<file path="src/rtl/d3d_bit_serializer.sv">
// Feeds the serial divisible-by-3 detector: one-word holding register plus shifter,
// one clear_n=0 cycle before each word, then WIDTH bits on digit (MSB or LSB first).
module d3d_bit_serializer #(
  parameter int WIDTH     = 8,
  parameter bit MSB_FIRST = 1'b1
) (
  input  logic             clk,
  input  logic             rst_n,
  input  logic             in_valid,
  output logic             in_ready,
  input  logic [WIDTH-1:0] in_data,
  output logic             digit,
  output logic             digit_valid,
  output logic             word_last,
  output logic             clear_n,
  output logic             busy
);

  localparam logic [1:0] IDLE  = 2'd0;
  localparam logic [1:0] CLEAR = 2'd1;
  localparam logic [1:0] SHIFT = 2'd2;

  localparam int             CW   = $clog2(WIDTH);
  localparam logic [CW-1:0] LAST = CW'(WIDTH - 1);

  logic [1:0]       state, state_nx;
  logic [CW-1:0]    cnt, cnt_nx;
  logic [WIDTH-1:0] shreg, shreg_nx;
  logic [WIDTH-1:0] hold_data;
  logic             hold_full, hold_full_nx;
  logic             accept, take_hold, bypass;
  logic             head_nx;

  assign in_ready = ~hold_full;
  assign accept   = in_valid & ~hold_full;
  assign busy     = (state != IDLE) | hold_full;

  always_comb begin
    state_nx  = state;
    cnt_nx    = cnt;
    shreg_nx  = shreg;
    take_hold = 1'b0;
    bypass    = 1'b0;
    case (state)
      IDLE: begin
        if (hold_full) begin
          state_nx  = CLEAR;
          shreg_nx  = hold_data;
          take_hold = 1'b1;
        end
      end
      CLEAR: begin
        state_nx = SHIFT;
        cnt_nx   = '0;
      end
      SHIFT: begin
        if (cnt == LAST) begin
          if (hold_full) begin
            state_nx  = CLEAR;
            shreg_nx  = hold_data;
            take_hold = 1'b1;
          end else if (accept) begin
            // A word arriving on the last bit skips the holding register so
            // the next CLEAR follows immediately.
            state_nx = CLEAR;
            shreg_nx = in_data;
            bypass   = 1'b1;
          end else begin
            state_nx = IDLE;
          end
        end else begin
          cnt_nx   = cnt + 1'b1;
          shreg_nx = MSB_FIRST ? (shreg << 1) : (shreg >> 1);
        end
      end
      default: state_nx = IDLE;
    endcase
    hold_full_nx = (hold_full & ~take_hold) | (accept & ~bypass);
    head_nx      = MSB_FIRST ? shreg_nx[WIDTH-1] : shreg_nx[0];
  end

  always_ff @(posedge clk or negedge rst_n) begin
    if (!rst_n) begin
      state       <= IDLE;
      cnt         <= '0;
      shreg       <= '0;
      hold_data   <= '0;
      hold_full   <= 1'b0;
      digit       <= 1'b0;
      digit_valid <= 1'b0;
      word_last   <= 1'b0;
      clear_n     <= 1'b0;
    end else begin
      state     <= state_nx;
      cnt       <= cnt_nx;
      shreg     <= shreg_nx;
      hold_full <= hold_full_nx;
      if (accept & ~bypass) begin
        hold_data <= in_data;
      end
      // Outputs are registered from next-state so they line up with the state they describe.
      digit       <= (state_nx == SHIFT) & head_nx;
      digit_valid <= (state_nx == SHIFT);
      clear_n     <= (state_nx == SHIFT);
      word_last   <= (state_nx == SHIFT) && (cnt_nx == LAST);
    end
  end

endmodule
</file>
<file path="config.mk">
export PLATFORM = sky130hd
export DESIGN_NAME = d3d_bit_serializer
export DESIGN_NICKNAME = d
export VERILOG_FILES = /design/src/rtl/d3d_bit_serializer.sv
export SDC_FILE = /design/constraint.sdc
export NUM_CORES = 1
export LEC_CHECK = 0
export ABC_AREA = 1
export CORE_MARGIN = 10
export CORE_UTILIZATION = 45
export CTS_BUF_LIST = sky130_fd_sc_hd__clkbuf_16
export CTS_CLUSTER_DIAMETER = 120
export DETAILED_ROUTE_END_ITERATION = 7
export PLACE_DENSITY = 0.66
export SLEW_MARGIN = 20
export SYNTH_ARGS = -nofsm -noshare
export SYNTH_HDL_FRONTEND = slang
export SYNTH_SLANG_ARGS = --single-unit
</file>
<file path="constraint.sdc">
create_clock -name clk -period 1.9 [get_ports clk]
set_input_delay 0.38 -clock clk [delete_from_list [all_inputs] [get_ports clk]]
set_output_delay 0.38 -clock clk [all_outputs]
set_load 0.05 [all_outputs]
</file>
==> summary.txt <==
FF+latch area = 626 µm²
synthesized area = 0.00159 mm²
CP Class = flip-flop to primary output
area of the multi-input gates = 773 µm²
WP buf/inv = 2
drt pass-1 iters = 4
crit end category = primary output
number of setup violations in the final report = 0
FMAX = 0.557 GHz
total gr overflow = 0
final WL = 3.05 mm
delay-heaviest family, CP = flip-flops
# diodes = 0
num ports = 17
GRT Overall Usage = 10.6%
Post-Layout Cell Count = 267
dominant synthesized flop cell = dfrtp_1
WP data required = 1.52 ns
static leakage power = 0.996 nW
CP Launch Type = flip-flop
syn_nets = 221
EDFF count, synth = 0
layout filler cell count = 352
commonest cells in the netlist = nand2_1, nand3_1, dfrtp_1, inv_1, o21ai_2
clk_skew = 0.00567 ns
H-tree Lvls = 1
synthesized flop and latch total = 25
Yosys cell types = 25
syn_area_per_cell = 7.76 µm²
PnR worst setup slack = 0.106 ns
Max-slew headroom = 66.5%
final hold violation count = 0
Worst Path Max Fanout = 11
Vias/cell = 4.70
Critical Path, Cell by Cell = inv_1 > ha_2 > nand2_2 > buf_12
clock transition at the registers of the reported paths = 0.07 ns
TritonCTS Buffers = 3
post-synthesis cell count = 205
Max Cap Violations = 0
most common cell in the synthesized netlist = nand2_1
DRC viols = 0
Seq/Total Area, Yosys = 39.3%
Starting Density = 47.3%
DIE HEIGHT = 79.4 µm
routability cong. = 0.904
layout cells sized above 1 = 20.4%
number of cells in the design after placement = 263
Tightest Pin Transition = 0.501 ns
HP Class = primary input to async pin
largest net degree at the start of global routing = 26
CTS tree = built
floorplan row count = 21
Crit path largest cell delay = 0.43 ns
post-DR wirelength/cell = 11.4 µm
CP arrival = 1.41 ns
Final Net Count = 238
top cell type by total area after synthesis = dfrtp_1
Layout area overhead = 17.2%
Pwr per Cell Area = 1630 mW/mm²
Root Driver = clkbuf_16
RSZ-0062 raised after global routing = no
Final ANT Viol Nets = 0
yosys synthesis warning count = 0
Worst-Skew Late Latency = 0.26 ns
global-route wire length before repair = 5.51 mm
crit path time final = 1.79 ns
Final TNS setup = 0 ns
total number of vias = 1255
clk buf depth = 2
Core Area = 0.00336 mm²
ys async rst share = 100%
post-route clock period utilization = 94.4%
top cells by area, synth = dfrtp_1, nand2_1, nand3_1, o21ai_2, inv_1
max-slew violations = 0
DP Worst Slack = 0.167 ns
initial DRC count = 130
IR drop worst, VDD = 0.000902 V
placed wire-length estimate = 2.40 mm
full die area = 0.00631 mm²
# port buffers = 16
die width = 79.4 µm
status = finished clean
CTS hold repair buffers = 0
Yosys top cell area share = 39.3%
initial antenna violation count = 0
clk sinks = 25
number of global-route vias before repair = 1196
Slowest cell on crit path = dfrtp_1
-- what timing repair did --
action / 4_1_cts / 5_1_grt
resized for setup: 1 / 0
endpoints found under the setup margin: 1 / 0
setup buffers: 0 / 0
-- metal layers --
layer  track usage (%)  part of all wire, %
met1              15.5                   53
met2              14.7                   41
met3              1.46                  4.0
met4              4.84                  2.1
met5                 0                    0
-- worst paths after layout --
check | slack, ns | startpoint | endpoint | cells past startpoint
worst max register to register | 0.30 | state[0] | hold_data[7] | 6
max in group asynchronous | 1.18 | rst_n | shreg[2] | 2
worst min register to register | 0.48 | hold_data[7] | hold_data[7] | 2
min in group clk | 0.48 | hold_data[7] | hold_data[7] | 2
worst min-delay path | 0.47 | rst_n | hold_data[4] | 2
worst max-delay path | 0.11 | state[0] | busy | 4
-- logic make-up (layout without fill, tap and decap cells) --
kind of cell | after synthesis | in the layout | share of synthesized area, %
adders and majority gates | 5 | 5 | 3.93
DFF | 25 | 25 | 39.3
buffers and inverters | 36 | 52 | 12.2
and+or+nand+nor | 125 | 125 | 37.9
AOI/OAI and AO/OA | 14 | 14 | 6.61
-- state kept, by name, summed over array words and instances, names as in the netlist --
signal	cells
cnt	3
clear_n	1
word_last	1
hold_full	1
shreg	8
digit	1
hold_data	8
state	2
-- report_power, final --
| group | internal [W] | total, W | switching (W) | leakage [nW] |
|---|---|---|---|---|
| clock | 0.000282 | 0.000466 | 0.000184 | 0.0423 |
| sequential | 0.000756 | 0.000920 | 0.000164 | 0.323 |
| combinational | 0.000600 | 0.00165 | 0.00105 | 0.630 |
| total | 0.00164 | 0.00304 | 0.00140 | 0.996 |
-- cell usage in the layout, fill, tap and decap left out, types with 2 or more instances in the layout --
cell,n
nand2_4,2
dfrtp_1,25
nand2_1,74
buf_4,4
inv_1,21
o21ai_2,9
clkbuf_16,3
inv_4,3
nand2_2,7
ha_1,4
nor2_4,6
inv_2,4
nor2_1,6
buf_12,2
clkdlybuf4s50_1,14
nand3_1,26
o21ai_1,2
-- per-stage QoR --
step	area [µm²]	util (%)	power, W	hold slack [ns]
final	1860	55.4	0.00304	0.471
after global routing	1860	55.4	0.00332	0.507
after CTS	1860	55.4	0.00306	0.488
after detailed placement	1780	53.0	0.00257	0.472
after global placement	1780	53.0	0.00256	0.467
after floorplan	1590	-	0.00225	0.0844
-- layout make-up --
class                           count  area share (%)
Sequential cell                    25            33.6
Multi-Input combinational cell    144            41.5
Clock inverter                      1           0.201
Tap cell                           46            3.09
Inverter                           28            6.31
Clock buffer                        3            4.03
Timing Repair Buffer               20            11.3
Note: power is estimated with default switching activity, not from simulation.
